$ cat src/rtl/uart_tx_mmio_pkg.sv
// Shared types and constants for the memory-mapped UART transmitter.
// Frame layout is 8N1: one start bit, eight data bits LSB first, one stop bit.
package uart_tx_mmio_pkg;

  typedef enum logic [1:0] {
    UART_STATE_IDLE  = 2'd0,
    UART_STATE_START = 2'd1,
    UART_STATE_DATA  = 2'd2,
    UART_STATE_STOP  = 2'd3
  } uart_state_e;

  localparam int         UART_FRAME_BITS = 10;
  localparam int         UART_DATA_BITS  = UART_FRAME_BITS - 2;
  localparam logic [2:0] UART_LAST_BIT   = 3'(UART_DATA_BITS - 1);

endpackage

$ cat src/rtl/uart_tx_mmio_sync_fifo.sv
// Synchronous FIFO with occupancy count; pushes to a full FIFO and pops from an
// empty one are ignored. Storage is not reset, only pointers and count are.
module uart_tx_mmio_sync_fifo #(
  parameter int WIDTH = 8,
  parameter int DEPTH = 16
) (
  input  logic                     clk,
  input  logic                     rst,
  input  logic                     i_push,
  input  logic                     i_pop,
  input  logic [WIDTH-1:0]         i_wr_data,
  output logic [WIDTH-1:0]         o_rd_data,
  output logic [$clog2(DEPTH):0]   o_count,
  output logic                     o_full,
  output logic                     o_empty
);
  localparam int AW = $clog2(DEPTH);

  logic [WIDTH-1:0] r_mem [DEPTH];
  logic [AW-1:0]    r_wr_ptr;
  logic [AW-1:0]    r_rd_ptr;
  logic [AW:0]      r_count;
  logic             w_do_push;
  logic             w_do_pop;

  assign o_full    = (r_count == (AW+1)'(DEPTH));
  assign o_empty   = (r_count == '0);
  assign w_do_push = i_push && !o_full;
  assign w_do_pop  = i_pop && !o_empty;
  assign o_rd_data = r_mem[r_rd_ptr];
  assign o_count   = r_count;

  always_ff @(posedge clk) begin
    if (w_do_push) r_mem[r_wr_ptr] <= i_wr_data;
  end

  // Pointers are exactly log2(DEPTH) bits, so they wrap modulo DEPTH for free.
  always_ff @(posedge clk or posedge rst) begin
    if (rst) begin
      r_wr_ptr <= '0;
      r_rd_ptr <= '0;
      r_count  <= '0;
    end else begin
      if (w_do_push) r_wr_ptr <= r_wr_ptr + 1'b1;
      if (w_do_pop)  r_rd_ptr <= r_rd_ptr + 1'b1;
      case ({w_do_push, w_do_pop})
        2'b10:   r_count <= r_count + 1'b1;
        2'b01:   r_count <= r_count - 1'b1;
        default: r_count <= r_count;
      endcase
    end
  end

endmodule

$ cat src/rtl/uart_tx_mmio.sv
// Memory-mapped byte port to 8N1 UART transmitter. Store-byte strobes land in a
// FIFO; a write hitting a full FIFO raises clk_stall until a slot frees.
module uart_tx_mmio
  import uart_tx_mmio_pkg::*;
#(
  parameter int CLOCKS_PER_BIT = 104,
  parameter int FIFO_DEPTH     = 16
) (
  input  logic                          clk,
  input  logic                          rst,
  input  logic                          write_enabled,
  input  logic [7:0]                    write_value,
  output logic                          clk_stall,
  output logic [$clog2(FIFO_DEPTH):0]   fifo_count,
  output logic                          busy,
  output logic                          tx
);
  localparam int BW = $clog2(CLOCKS_PER_BIT);

  uart_state_e  r_state;
  uart_state_e  w_next_state;
  logic [BW-1:0] r_baud;
  logic [2:0]   r_bit;
  logic [7:0]   r_shift;
  logic         r_tx;
  logic         w_tx_next;
  logic         w_baud_done;
  logic         w_pop;
  logic         w_full;
  logic         w_empty;
  logic [7:0]   w_head;

  uart_tx_mmio_sync_fifo #(
    .WIDTH (8),
    .DEPTH (FIFO_DEPTH)
  ) u_fifo (
    .clk       (clk),
    .rst       (rst),
    .i_push    (write_enabled),
    .i_pop     (w_pop),
    .i_wr_data (write_value),
    .o_rd_data (w_head),
    .o_count   (fifo_count),
    .o_full    (w_full),
    .o_empty   (w_empty)
  );

  // Full is taken from the registered count, so a pop on the same edge never
  // admits a push into a full FIFO; the writer simply stalls one more cycle.
  assign clk_stall   = write_enabled && w_full;
  assign w_baud_done = (r_baud == BW'(CLOCKS_PER_BIT - 1));

  always_ff @(posedge clk or posedge rst) begin
    if (rst) r_state <= UART_STATE_IDLE;
    else     r_state <= w_next_state;
  end

  always_comb begin
    w_next_state = r_state;
    w_pop        = 1'b0;
    unique case (r_state)
      UART_STATE_IDLE: begin
        if (!w_empty) begin
          w_next_state = UART_STATE_START;
          w_pop        = 1'b1;
        end
      end
      UART_STATE_START: if (w_baud_done) w_next_state = UART_STATE_DATA;
      UART_STATE_DATA:  if (w_baud_done && r_bit == UART_LAST_BIT) w_next_state = UART_STATE_STOP;
      UART_STATE_STOP: begin
        if (w_baud_done) begin
          if (!w_empty) begin
            w_next_state = UART_STATE_START;
            w_pop        = 1'b1;
          end else begin
            w_next_state = UART_STATE_IDLE;
          end
        end
      end
    endcase
  end

  // Next line level: low when a frame is launched, next data bit at each bit
  // boundary, high once the last data bit has been on the line.
  always_comb begin
    w_tx_next = r_tx;
    unique case (r_state)
      UART_STATE_IDLE:  w_tx_next = !w_pop;
      UART_STATE_START: if (w_baud_done) w_tx_next = r_shift[0];
      UART_STATE_DATA:  if (w_baud_done) w_tx_next = (r_bit == UART_LAST_BIT) ? 1'b1 : r_shift[1];
      UART_STATE_STOP:  if (w_baud_done) w_tx_next = !w_pop;
    endcase
  end

  assign busy = (r_state != UART_STATE_IDLE);
  assign tx   = r_tx;

  always_ff @(posedge clk or posedge rst) begin
    if (rst) begin
      r_tx   <= 1'b1;
      r_baud <= '0;
      r_bit  <= '0;
    end else begin
      r_tx <= w_tx_next;
      if (r_state == UART_STATE_IDLE || w_baud_done) r_baud <= '0;
      else                                           r_baud <= r_baud + 1'b1;
      if (r_state == UART_STATE_START && w_baud_done)     r_bit <= '0;
      else if (r_state == UART_STATE_DATA && w_baud_done) r_bit <= r_bit + 1'b1;
    end
  end

  always_ff @(posedge clk) begin
    if (w_pop)                                          r_shift <= w_head;
    else if (r_state == UART_STATE_DATA && w_baud_done) r_shift <= {1'b0, r_shift[7:1]};
  end

endmodule

$ cat config.mk
export PLATFORM = sky130hd
export DESIGN_NAME = uart_tx_mmio
export DESIGN_NICKNAME = d
export VERILOG_FILES = /design/src/rtl/uart_tx_mmio_pkg.sv /design/src/rtl/uart_tx_mmio_sync_fifo.sv /design/src/rtl/uart_tx_mmio.sv
export SDC_FILE = /design/constraint.sdc
export NUM_CORES = 1
export LEC_CHECK = 0
export ABC_AREA = 1
export CAP_MARGIN = 5
export CORE_MARGIN = 2
export CORE_UTILIZATION = 53
export CTS_CLUSTER_SIZE = 24
export DETAILED_ROUTE_END_ITERATION = 6
export PLACE_DENSITY = 0.81
export REMOVE_ABC_BUFFERS = 1
export SLEW_MARGIN = 5
export SYNTH_ARGS = -nofsm -noshare
export SYNTH_HDL_FRONTEND = slang
export SYNTH_SLANG_ARGS = --single-unit
export TNS_END_PERCENT = 20
$ cat constraint.sdc
create_clock -name clk -period 2.5 [get_ports clk]
set_input_delay 0.75 -clock clk [delete_from_list [all_inputs] [get_ports clk]]
set_output_delay 0.75 -clock clk [all_outputs]
set_load 0.03 [all_outputs]
Word level (Yosys, flattened, before mapping)
Memories as Yosys holds them, arrays and structs flattened.
Index checks and enable logic that the tools add are counted.
W data, S select, Z words.
- flip-flop bits (word level): 34
- memory bits (writable): 128
- output and inout port bits: 8
- logic and storage cells: 68
- memories: 1
- memory list (memory ; depth ; width ; read ports ; clocked after memory_dff ; wr ports ; line ; RTL):
    u_fifo.r_mem ; 16 ; 8 ; 1 ; 0 ; 1 ; uart_tx_mmio_sync_fifo.sv:19 ; logic [WIDTH-1:0] r_mem [DEPTH];
- add/subtract/negate cells: 6
- eq/ne operators: 13
- muxes and demuxes: 22
- reduce and logical (&&, ||, !) cells: 18
- operators by type and width (operator ; number):
    $mux W8 ; 2
    $ne A2 B2 Y1 const B ; 5
    $pmux W5 S2 ; 1
    $mux W1 ; 9
    $add A4 B1 Y4 const B ; 2
    $mux W2 ; 4
    $pmux W2 S4 ; 1
    $reduce_bool A2 Y1 ; 4
    $add A7 B1 Y7 const B ; 1
    $eq A7 B7 Y1 const B ; 1
    $mux W7 ; 1
    $eq A2 B2 Y1 const B ; 3
    $logic_and A1 B1 Y1 ; 6
    $mux W3 ; 2
    $add A5 B1 Y5 const B ; 1
    $eq A5 B5 Y1 const B ; 1
    $logic_not A5 Y1 ; 1
    $sub A5 B1 Y5 const B ; 1
    $eq A2 B1 Y1 const B ; 2
    $pmux W1 S4 ; 1
    $reduce_and A4 Y1 ; 1
    $add A3 B1 Y3 const B ; 1
    $eq A3 B3 Y1 const B ; 1
    $logic_not A1 Y1 ; 3
    4 further kinds ; 4

Logic depth before layout (Yosys ltp)
Gate-level depths: netlist (run 1).
- depth after elaboration: 7
- mapped depth: 18
- mapped depth without buffers: 17

Hierarchy
Synthesis (run 1) repeated with hierarchy kept, for this count alone.
- cells, all modules: 761
- area total of the unflattened synthesis: 7413.4 sq um
- modules (own cells, without submodules) (module ; instances ; cells an instance ; area an instance (sq um) ; seq. area each (sq um)):
    uart_tx_mmio_sync_fifo ; 1 ; 623 ; 6236.0 ; 4169.0
    uart_tx_mmio ; 1 ; 138 ; 1177.4 ; 566.8

Worst setup path before layout (run 1)
No wires, ideal clock.
- kind: reg2reg
- from: register r_state[0]
- to: register u_fifo.r_count[4], in the netlist u_fifo.o_count[4]
- setup time: 117 ps
- arrival time: 2412 ps
- data required time: 2383 ps
- setup slack: -29 ps
- stages on the path, launching flop included: 18
- buffers on the path: 1
- clock period less this slack: 2529 ps
- cells stage by stage: dfrtp_1 > inv_1 > ha_1 > inv_1 > nand2_4 > inv_4 > nor2_8 > buf_12 > ha_1 > xor2_1 > ha_1 > inv_1 > nand2_1 > nand3_1 > nand2_1 > xor2_1 > nand2_1 > nand2_1
- longest elaborated chain between the ends: 5
- elaborated cells between the ends (all ways): 8
- those cells by class: eq/ne: 3; mux: 2; reduce/logical: 3
- ends and longest elaborated chain (item ; line ; RTL):
    start, declared ; uart_tx_mmio.sv:20 ; uart_state_e r_state;
    start signal, assigned ; uart_tx_mmio.sv:55 ; else r_state <= w_next_state;
    $eq A2 B2 Y1 or $logic_not A2 Y1 (tied branches) ; uart_tx_mmio.sv:61 ; unique case (r_state)
    $pmux W1 S2 * ; uart_tx_mmio.sv:61 ;
    $logic_and A1 B1 Y1 * ; uart_tx_mmio_sync_fifo.sv:29 ; assign w_do_pop = i_pop && !o_empty;
    named net u_fifo.w_do_pop ; uart_tx_mmio_sync_fifo.sv:24 ; logic w_do_pop;
    $eq A2 B1 Y1 or $eq A2 B2 Y1 (tied branches) ; uart_tx_mmio_sync_fifo.sv:46 ; case ({w_do_push, w_do_pop})
    $pmux W5 S2 or $reduce_bool A2 Y1 (tied branches) ; -- ;
    end signal, assigned ; uart_tx_mmio_sync_fifo.sv:47 ; 2'b10: r_count <= r_count + 1'b1;
    end signal, assigned ; uart_tx_mmio_sync_fifo.sv:48 ; 2'b01: r_count <= r_count - 1'b1;
    end signal, assigned ; uart_tx_mmio_sync_fifo.sv:49 ; default: r_count <= r_count;
    end, declared ; uart_tx_mmio_sync_fifo.sv:22 ; logic [AW:0] r_count;
The timed path passes the listed nets; every way through them passes the cells marked *.
A chain may end at the register's enable or synchronous reset.

Worst setup path in the final report (run 1)
- from: register u_fifo.r_count[1], in the netlist u_fifo.o_count[1]
- to: output port fifo_count[1]
- RTL lines (item ; line ; RTL):
    end, declared ; uart_tx_mmio.sv:14 ; output logic [$clog2(FIFO_DEPTH):0] fifo_count,
No word-level cell between the ends.

==> out/results.ini, run 1 <==
[timing]
relSlewSlack = 0.521
max_freq_mhz = 415
finalSetupViolCount = 0
finalCriticalPeriod_ns = 2.41
slew_violations = 0
min_period_over_period = 0.963
setup_tns_ns = 0
finalHoldViolCount = 0
tightest_slew_ns = 0.717
skew_ns = 0.00792

[synthesis]
avgSynthCellArea_um2 = 9.92
yosys_warnings = 0
synth_seq_area_share = 0.634
synth.mux.area_fraction = 0
synthFlopType = edfxtp_1
yosysTopAreaCellShare = 0.547
synth_fa_ha_area_frac = 0.0285
synth-edff-count = 136
synth.distinct_cells = 34
async_flop_share = 0.160
synthTopCellsByArea = edfxtp_1 (55%), nand2_1 (11%), dfrtp_1 (8.4%)
ys_seq_elements = 162
synth_xor_area_frac = 0.0105
synth_largest_area_cell = edfxtp_1
synth_compound_area_frac = 0.0258
netlist_instances = 753
synth-simple-area-share = 0.214
syn-cell-area_um2 = 7470
synth_top_family_by_area = simple AND/OR/NAND/NOR gates

[global_routing]
antenna_found_initial = 0
grt_pass1_wl_um = 25700
use_met2 = 0.370
grt_max_degree = 68
gr-total-overflow = 0
top_usage_layer = met2
grtUsageMet3 = 0.0479
grt_pass1_vias = 5021
grt_use_met1 = 0.304
grt_usage = 0.231

[floorplan]
io_pins = 19
dieArea_um2 = 15100
die_h_um = 123
die_w_um = 123
core_area_um2 = 13800
start_util = 0.540
std_cell_rows = 43

[clock_tree]
cts.path.max_buffers = 2
cts_tree = done
clkTransAtPathRegs_ns = 0.06
holdBufCountCts = 0
clock_sinks = 162
numCtsBuffers = 17
clock-root-buffer = clkbuf_16
insertion_delay_ns = 0.43
ctsHtreeMaxLevel = 4

[job]
drv_cap = 0

[critical_path]
slowest_delay_ns = 0.74
worstReg2RegEnd = u_fifo.o_count[4]
path_buf_inv = 1
path_delay_family = buffers and inverters
reg2reg_slack_ns = 0.10
startpoint_type = register
setup.worst_path.end_class = primary output
crit_arrival_ns = 1.66
slowest_stage = clkdlybuf4s50_1
required_ns = 1.75
crit_type = reg2out
r2r-start = r_baud[0]
rr_worst_depth = 17
crit_chain = clkdlybuf4s50_1
worstPathMaxFanout = 4

[pwr]
p_sw_mw = 1.78
p_leak_nw = 3.89
switching_share = 0.255
pwr-share-clk = 0.387
pwr-share-comb = 0.135
power_density_nw_per_um2 = 799
pwr-share-seq = 0.478
ir_worst_vdd_v = 0.000642
p_int_mw = 5.18

[layout]
final_cell_mix = nand2_1 (223), edfxtp_1 (136), inv_1 (122)
final_common_cell = nand2_1
postLayoutCellArea_um2 = 8700
n_antenna_cell = 0
drive_above_1_share = 0.112
fin_util = 0.629
areaGrowthSynthToFinish_pct = 16.4
fin_cells = 992
nets = 827
fillers = 1009

[detailed_routing]
drtPass1Iterations = 5
first_iter_violations = 632
drcViolationCount = 0
via_per_inst = 5.25
wl_per_cell_um = 16.4
ant_nets = 0
vias = 5204
wl_um = 16200

[min_path]
hold_start = r_baud[6]
hold_class = reg2reg
hold_end = r_baud[6]
hold_depth = 1

[status]
run_status = finished, final reports clean

[placement]
place_congestion = 0.796
post_dp_cell_area_um2 = 7970
hpwl_um = 10200
port_buffers = 18
dp_cells = 956

==> synthesized netlist by cell type (2+ instances only) <==
cell and n:
nor3_1 16, or2_2 2, clkinv_1 2, ha_1 17, buf_2 11, xor2_1 8
inv_1 123, clkbuf_1 3, dfrtp_1 25, edfxtp_1 136, nor2_1 23, nand2_1 225
buf_4 8, a21boi_0 2, buf_1 3, nand2_2 3, inv_2 3, o21ai_0 18
nand3_1 100, o21ai_1 2, a21oi_1 10
==> registers in the layout (all words and copies together) (netlist names) <==
| register | cells |
|---|---|
| r_baud | 7 |
| r_bit | 3 |
| r_shift | 8 |
| r_state | 2 |
| tx | 1 |
| u_fifo.o_count | 5 |
| u_fifo.r_mem | 128 |
| u_fifo.r_rd_ptr | 4 |
| u_fifo.r_wr_ptr | 4 |
==> power by group through the flow <==
stage	logic, mW	registers [mW]	clock network (mW)
global placement	0.862	3.36	0
floorplan	0.471	3.41	0
CTS	0.903	3.32	2.71
finish	0.937	3.33	2.69
detailed placement	0.886	3.37	0
global route	1.03	3.35	2.82
==> stage by stage <==
stage | setup slack (ns) | hold slack [ns] | power, mW
after floorplan | -0.260 | 0.431 | 3.89
after global placement | -0.00872 | 0.445 | 4.22
after detailed placement | -0.0370 | 0.454 | 4.26
after CTS | 0.0193 | 0.469 | 6.93
after global routing | -0.0909 | 0.485 | 7.21
final | 0.0930 | 0.466 | 6.95
==> worst max-delay path by stage <==
stage / start / to / slack [ns] / cells past startpoint
after global routing: r_baud[0] / u_fifo.o_count[4] / -0.09 / 17
final: u_fifo.o_count[1] / fifo_count[1] / 0.09 / 1
after global placement: write_enabled / u_fifo.o_count[4] / -0.009 / 12
after floorplan: u_fifo.r_rd_ptr[0] / r_shift[0] / -0.26 / 9
after detailed placement: write_enabled / u_fifo.o_count[4] / -0.04 / 12
after CTS: r_state[0] / u_fifo.o_count[4] / 0.02 / 15
==> logic make-up (layout without fill, tap and decap cells) <==
kind of cell	Yosys count	after routing
compound gates	35	35
flops	162	162
buf+inv	156	215
simple gates	374	374
fa+ha+maj	17	17
xor+xnor	9	9
==> per-layer routing <==
| metal | share of wire | vias to the layer above |
|---|---|---|
| met5 | 0 | - |
| met4 | 0.024 | 0 |
| met3 | 0.063 | 27 |
| met2 | 0.50 | 209 |
| met1 | 0.41 | 2443 |
| li1 | - | 2525 |
==> area by class of cell <==
cell class | count | area [µm²] | share of cell area
well taps | 180 | 225 | 0.0259
clock buffers | 17 | 425 | 0.0489
clock inverters | 15 | 191 | 0.0220
repair buffers | 54 | 478 | 0.0549
flip-flops and latches | 162 | 4740 | 0.545
multi-input cells | 435 | 2150 | 0.248
inverters | 129 | 487 | 0.0560
==> what timing repair did <==
action	4_1_cts	5_1_grt
cloned	0	0
hold endpoints to repair	0	0
setup buffers	0	4
setup endpoints to repair	1	4
pin swaps	0	6
resized for setup	3	15
No activity file was read; power rests on OpenSTA's default activity.
==> run 2: changes to the inputs <==
--- a/config.mk
+++ b/config.mk
@@ -7,9 +7,9 @@
 export LEC_CHECK = 0
 export ABC_AREA = 1
 export CAP_MARGIN = 5
-export CORE_MARGIN = 2
+export CORE_MARGIN = 5
 export CORE_UTILIZATION = 53
-export CTS_CLUSTER_SIZE = 24
+export CTS_CLUSTER_SIZE = 16
 export DETAILED_ROUTE_END_ITERATION = 6
 export PLACE_DENSITY = 0.81
 export REMOVE_ABC_BUFFERS = 1
==> run 2 against run 1 <==
Net effect: utilization fell by 0.47 points; via count grew 2.1%; register-to-register slack improved by 0.02 ns; clock power decreased by 7.4%; largest cell class unchanged; die area up 10%.
==> out/results.ini, run 2 (synthesized netlist as in run 1, its figures left out) <==
[global_routing]
grt_pass1_wl_um = 26300
antenna_found_initial = 0
grt_usage = 0.208
grt_max_degree = 68
grt_pass1_vias = 5074
gr-total-overflow = 0

[job]
drv_cap = 0

[layout]
largest_register_ff_count = 128
n_antenna_cell = 0
regMostFlops = u_fifo.r_mem
final_common_cell = nand2_1
final_cell_mix = nand2_1 (223), edfxtp_1 (136), inv_1 (120)
postLayoutCellArea_um2 = 8630
nets = 825
reg_top3 = u_fifo.r_mem x128, r_shift x8, r_baud x7
areaGrowthSynthToFinish_pct = 15.5
drive_above_1_share = 0.115

[timing]
finalSetupViolCount = 0
min_period_over_period = 0.952
finalCriticalPeriod_ns = 2.38
finalHoldViolCount = 0
slew_violations = 0
tightest_slew_ns = 0.725
fin_ws_ns = 0.121
relSlewSlack = 0.517
skew_ns = 0.00964
max_freq_mhz = 420

[floorplan]
die_w_um = 129
std_cell_rows = 43
dieArea_um2 = 16600
core_area_um2 = 13800
io_pins = 19
start_util = 0.540
die_h_um = 129

[critical_path]
path_buf_inv = 1
crit_type = reg2out
worstPathMaxFanout = 2
path_delay_family = buffers and inverters
crit_arrival_ns = 1.63
required_ns = 1.75
crit_chain = clkdlybuf4s50_1
slowest_stage = clkdlybuf4s50_1
slowest_delay_ns = 0.67
startpoint_type = register
setup.worst_path.end_class = primary output

[clock_tree]
insertion_delay_ns = 0.43
cts_tree = done
clock-root-buffer = clkbuf_16
clkTransAtPathRegs_ns = 0.07
numCtsBuffers = 17
clock_sinks = 162
ctsHtreeMaxLevel = 4
holdBufCountCts = 0
cts.path.max_buffers = 2

[pwr]
power_mw = 6.72
power_density_nw_per_um2 = 779
ir_worst_vdd_v = 0.000614
p_leak_nw = 3.87

[detailed_routing]
drcViolationCount = 0
wl_um = 16200
via_per_inst = 5.37
ant_nets = 0
drtPass1Iterations = 6
vias = 5314
first_iter_violations = 603
wl_per_cell_um = 16.4

[min_path]
hold_class = reg2reg

[status]
run_status = finished, final reports clean

[placement]
place_congestion = 0.874
port_buffers = 18
dp_slack_ns = -0.126
post_dp_cell_area_um2 = 7940
hpwl_um = 9960

==> run 2: cell types whose count changed in the layout (fill, tap and decap cells not counted), moves of 3 or more <==
| cell | change |
|---|---|
| clkinv_4 | +3 |
| inv_6 | +6 |
| bufinv_16 | -3 |
| clkinvlp_4 | -4 |
==> run 2: layer usage <==
metal,wire length [µm],GRT usage
met5,0,0
met4,495,0.0945
met3,1260,0.0378
met2,7990,0.347
met1,6470,0.268
==> run 2: stage by stage <==
step	utilization	std cells	hold slack, ns	TNS, ns
finish	0.624	990	0.486	0
global route	0.624	990	0.507	-0.113
CTS	0.616	983	0.467	0
detailed placement	0.574	951	0.453	-0.163
global placement	0.574	951	0.444	0
floorplan	-	726	0.431	-2.13
==> run 2: final timing paths <==
kind / to / from / cells past startpoint / slack, ns
min in group asynchronous: u_fifo.o_count[1] / rst / 3 / 0.68
hold / removal: r_bit[2] / r_bit[2] / 2 / 0.49
hold reg to reg: r_bit[2] / r_bit[2] / 2 / 0.49
max in group asynchronous: tx / rst / 3 / 1.51
setup / recovery: tx / tx / 1 / 0.12
setup reg to reg: u_fifo.o_count[4] / r_baud[0] / 17 / 0.12
==> run 2: cell type report <==
class / instances / area (µm²)
clock buffer: 17 / 425
clock inverter: 15 / 148
fill: 1001 / 5190
inverter: 129 / 487
multi-input combinational: 435 / 2150
sequential: 162 / 4740
tap: 180 / 225
timing repair buffer: 52 / 463
==> run 2: timing repair <==
action	4_1_cts	5_1_grt
gates resized for setup	4	16
pin swaps	0	8
gates cloned	0	0
buffers inserted	0	7
setup endpoints to repair	2	4
==> run 2: power by group <==
part | internal, mW | total, mW | switching [mW]
Sequential | 3.20 | 3.33 | 0.131
Combinational | 0.298 | 0.907 | 0.609
Clock | 1.40 | 2.49 | 1.09
Total | 4.89 | 6.72 | 1.83
==> patch 1 (flow settings as in run 1) <==
Re-encode `uart_state_e` (4 states) as Gray code, 2 bits wide.
--- a/src/rtl/uart_tx_mmio_pkg.sv
+++ b/src/rtl/uart_tx_mmio_pkg.sv
@@ -4,8 +4,8 @@
 
   typedef enum logic [1:0] {
-    UART_STATE_IDLE  = 2'd0,
-    UART_STATE_START = 2'd1,
-    UART_STATE_DATA  = 2'd2,
-    UART_STATE_STOP  = 2'd3
+    UART_STATE_IDLE  = 2'b00,
+    UART_STATE_START = 2'b01,
+    UART_STATE_DATA  = 2'b11,
+    UART_STATE_STOP  = 2'b10
   } uart_state_e;
 
Formal check against the unedited RTL: same outputs for any inputs over 10 cycles, from zero or initial values and one cycle with rst high; not proved beyond that.
==> patch 1 against run 1 <==
- global-route usage decreased by 0.64 points
- wire length decreased by 2.8%
- total power increased by 3.0%
- die area decreased by 0.92%
- cell area decreased by 1.8%
- first-iteration DRC count decreased by 28%
- highest routed layer unchanged
- fmax increased by 0.67%
- combinational power decreased by 4.9%
- setup slack improved by 0.016 ns
- sequential power about the same
- synthesized area decreased by 0.95%
- critical path depth unchanged
- sequential cell count unchanged
==> patch 1: results (changes against run 1) <==
- Worst hold-check slack: 0.464 ns (-0.00161 ns)
- Count of instances resized after the clock tree is built: 1 (-2)
- Net count of the finished layout: 798 (-3.5%)
* Drt pass-1 iters: 6 (+1)
- CP delay by family, top: buffers and inverters
* Worst-case clock skew: 0.00856 ns (+0.000637 ns)
- The placed instance area was 0.00785 mm^2 (-1.6%).
- Min-Delay Startpoint: r_baud[0]$_DFF_PP0_
* Commonest cells in the netlist: nand2_1, edfxtp_1, inv_1
- Worst slack, placed: -0.0352 ns (+0.00174 ns)
- The share of cells above drive strength 1 is 9.90% (-1.3 points).
- Proportion of power drawn by flip-flops and latches: 46.3% (-1.5 points)
- The sum of net half-perimeters after detailed placement was 9740 um (-4.6%).
- GRT Resource Usage Total: 22.5% (-0.64 points)
- The total routed wirelength was 15800 um (-2.8%).
- The wire length per cell after detailed routing was 16.3 um (-0.38%).
- Static leakage: 3.77 nW (-3.0%)
* FF-to-FF path depth: 16 (-1)
- Portion of synthesized cell area occupied by the leading cell type: 55.2% (+0.53 points)
- Run status: completed
- The maximum number of pins on one net before global-route repair is 67 (-1.5%).
- Compound-cell area share of the yosys netlist: 2.15% (-0.43 points)
- For hold timing, the worst endpoint is r_baud[0]$_DFF_PP0_.
- Cell total after placement: 934 (-2.3%)
* Crit path arrival time: 1.64 ns (-0.02 ns)
- Starting DRT DRC Count: 458 (-28%)
- Worst IR Drop VDD: 0.832 mV (+30%)
- The count of distinct cell types in the synthesized netlist is 37 (+8.8%).
* Number of global-route vias before repair: 4887 (-2.7%)
* CP max FO: 2 (-2)
- Delay of the slowest critical-path stage: 0.68 ns (-0.06 ns)
- The internal power was 0.00546 W (+5.5%).
* Combinational fraction of design power: 12.4% (-1.1 points)
* Synth area leaders: edfxtp_1, nand2_1, dfrtp_1
* Gpl congestion: 0.910 (+14%)
- The setup slack of the worst register-to-register path was 0.25 ns (+0.15 ns).
- The most critical setup path has its startpoint at tx$_DFFE_PP1P_.
* Synthesized-area fraction occupied by adder cells: 2.03% (-0.82 points)
* Final setup margin: 0.109 ns (+0.0161 ns)
- Synth Area per Inst: 10.1 um^2 (+1.7%)
- The total power after layout is 0.00716 W (+3.0%).
- Post-synthesis xor/xnor area fraction: 1.07% (+0.010 points)
- The average vias per placed instance is 5.29 (+0.86%).
* Actual transition at the worst max-transition pin: 0.756 ns (+0.0394 ns)
- Share of synthesized area occupied by flip-flops and latches: 64.0% (+0.61 points)
- Fillcell total: 1075 (+6.5%)
- In this run the worst setup path terminates at tx.
- The global-route wire length before repair is 24900 um (-3.1%).
## patch 1: cell types whose count changed after synthesis, sizes merged, moves of 2 or more
cell	before	now
inv	127	120
a21oi	10	5
ha	17	12
nand2	229	225
nand4	1	4
nor3	17	15
o21ai	20	18
## patch 1: metal layers
metal	GRT usage (%)	vias to the layer above	share of wire, %
met5	0	-	0
met4	9.91	0	2.5
met3	4.54	28	6.8
met2	36.0	203	50
met1	29.8	2431	41
li1	-	2460	-
## patch 1: area by class of cell
class                   count  area (um^2)  share of cell area (%)
flip-flops and latches    162         4740                    55.4
multi-input cells         422         2020                    23.6
inverters                 122          463                    5.42
clock buffers              20          437                    5.11
repair buffers             50          429                    5.02
clock inverters            12          235                    2.75
well taps                 180          225                    2.64
==> patch 2 (flow settings as in run 1) <==
Without the edit above. Change the parameter `FIFO_DEPTH` from 16 to 8.
--- a/src/rtl/uart_tx_mmio.sv
+++ b/src/rtl/uart_tx_mmio.sv
@@ -5,5 +5,5 @@
 #(
   parameter int CLOCKS_PER_BIT = 104,
-  parameter int FIFO_DEPTH     = 16
+  parameter int FIFO_DEPTH     = 8
 ) (
   input  logic                          clk,
Ports: changed (resized fifo_count); port bits go from 19 to 18. The function was not compared with the original's and may differ.
==> patch 2 against run 1 <==
- cell area fell by 42%
- sequential share of layout area fell by 0.087 points
- worst hold slack improved by 0.013 ns
- sequential cell count fell by 67
- combinational power rose to 2.6 times the old value
- total power fell by 18%
- critical path depth rose by 14
- wire length fell by 45%
- setup slack improved by 0.024 ns
- synthesized area fell by 40%
- register-to-register slack improved by 0.02 ns
- first-iteration DRC count fell by 46%
- count of clock-buffer cells in the layout fell by 8
- via count fell by 39%
==> patch 2: results (changes against run 1) <==
- Commonest cells in the netlist: nand2_1, inv_1, edfxtp_1
- The biggest fanout along the worst timing path came to 10 (+6).
* Worst-case clock skew: 0.00893 ns (+0.00101 ns)
- The placer congestion estimate is 0.838 (+5.3%).
- The total leakage power came to 2.37 nW (-39%).
- Regs by FF count: u_fifo.r_mem x64, r_shift x8, r_baud x7
- Share of synthesized area occupied by flip-flops and latches: 60.6% (-2.8 points)
- Highest-delay cell along the critical path: dfrtp_1
* Destination of the critical timing path: u_fifo.o_count[2]$_DFFE_PP0P_
- CTS root buf: clkbuf_8
- The relative area of clock buffers and inverters in the final design is 3.78% (-3.3 points).
* Number of port buffers: 17 (-1)
* Wire length of the first global-routing pass: 14400 um (-44%)
- Pin count of the biggest net entering global routing: 35 (-49%)
- The post-placement worst setup slack is 0.00109 ns (+0.0381 ns).
- Fillcell total: 659 (-35%)
- The initial DRC count was 341 (-46%).
- The highest cell delay on the worst timing path was 0.39 ns (-0.35 ns).
- GRT Resource Usage Total: 21.0% (-2.1 points)
- The count of distinct cell types in the synthesized netlist came to 33 (-2.9%).
* Count of placed standard cells in the final layout, fillers left out: 616 (-38%)
- Area post-placement: 0.00485 mm^2 (-39%)
- The fraction of registers with async set/reset was 24.2% (+8.2 points).
- The power density over the cells is 1130 mW/mm^2 (+42%).
- Insertion delay of the later-clocked pin in the worst-skew pair: 0.37 ns (-0.06 ns)
* Non-Clock Buffer Area Fraction: 5.46% (-0.030 points)
- The register bit count reported by yosys is 95 (-41%).
- The number of synthesized flops with an enable pin was 72 (-47%).
- Total number of multi-input combinational cells: 286 (-34%)
- Final setup margin: 0.117 ns (+0.0241 ns)
* Post-detailed-routing wire length: 8840 um (-45%)
* Vias per cell: 5.14 (-1.9%)
* FF-to-FF path depth: 15 (-2)
* HPWL Detailed: 6120 um (-40%)
- The run finished with clean final reports.
* Inserted Clock Buffers: 9 (-8)
- The number of gates given a new drive strength after cts came to 1 (-2).
- Number of global-route vias before repair: 3029 (-40%)
- By area the synthesized netlist is led by edfxtp_1, nand2_1, dfrtp_1.
- Net count of the finished layout: 530 (-36%)
- The highest ir drop seen on vdd is 0.589 mV (-8.3%).
## patch 2: cell types whose count changed after synthesis, sizes merged, moves of 3 or more
cell	run 1	this run
nand2	229	156
nor3	17	3
nand3	100	51
a21oi	10	4
dfrtp	25	22
buf	24	13
xor2	8	3
o21ai	20	15
ha	17	13
inv	127	82
nor2	24	30
edfxtp	136	72
## patch 2: logic make-up after synthesis
family | count (synthesis) | synth area share (%)
and+or+nand+nor | 247 | 23.4
buffers and inverters | 96 | 8.58
DFF | 95 | 60.6
AOI/OAI and AO/OA | 22 | 3.05
adders and majority gates | 13 | 3.60
xor gates and xnor gates | 4 | 0.776
## patch 2: where the power goes
group,total (W),leakage (nW),internal [W],switching (W)
registers,0.00232,0.949,0.00212,0.000200
logic,0.00241,1.33,0.000809,0.00160
clock network,0.000970,0.0949,0.000384,0.000586
## patch 2: worst min-delay path by stage
| stage | startpoint | endpoint | slack (ns) | cells past startpoint |
|---|---|---|---|---|
| finish | r_baud[0]$_DFF_PP0_ | r_baud[0]$_DFF_PP0_ | 0.48 | 1 |
| global placement | r_baud[0]$_DFF_PP0_ | r_baud[0]$_DFF_PP0_ | 0.45 | 1 |
| detailed placement | r_baud[0]$_DFF_PP0_ | r_baud[0]$_DFF_PP0_ | 0.47 | 1 |
| CTS | r_baud[0]$_DFF_PP0_ | r_baud[0]$_DFF_PP0_ | 0.48 | 1 |
| global route | r_baud[0]$_DFF_PP0_ | r_baud[0]$_DFF_PP0_ | 0.50 | 1 |
| floorplan | r_baud[0]$_DFF_PP0_ | r_baud[0]$_DFF_PP0_ | 0.43 | 1 |
## patch 2: layer usage
layer  up-vias  global-route usage [%]  part of all wire [%]
li1       1578                       -                     -
met1      1500                    27.4                    43
met2        82                    34.7                    49
met3         9                    3.60                   6.6
met4         0                    8.69                   1.3
met5         -                       0                     0
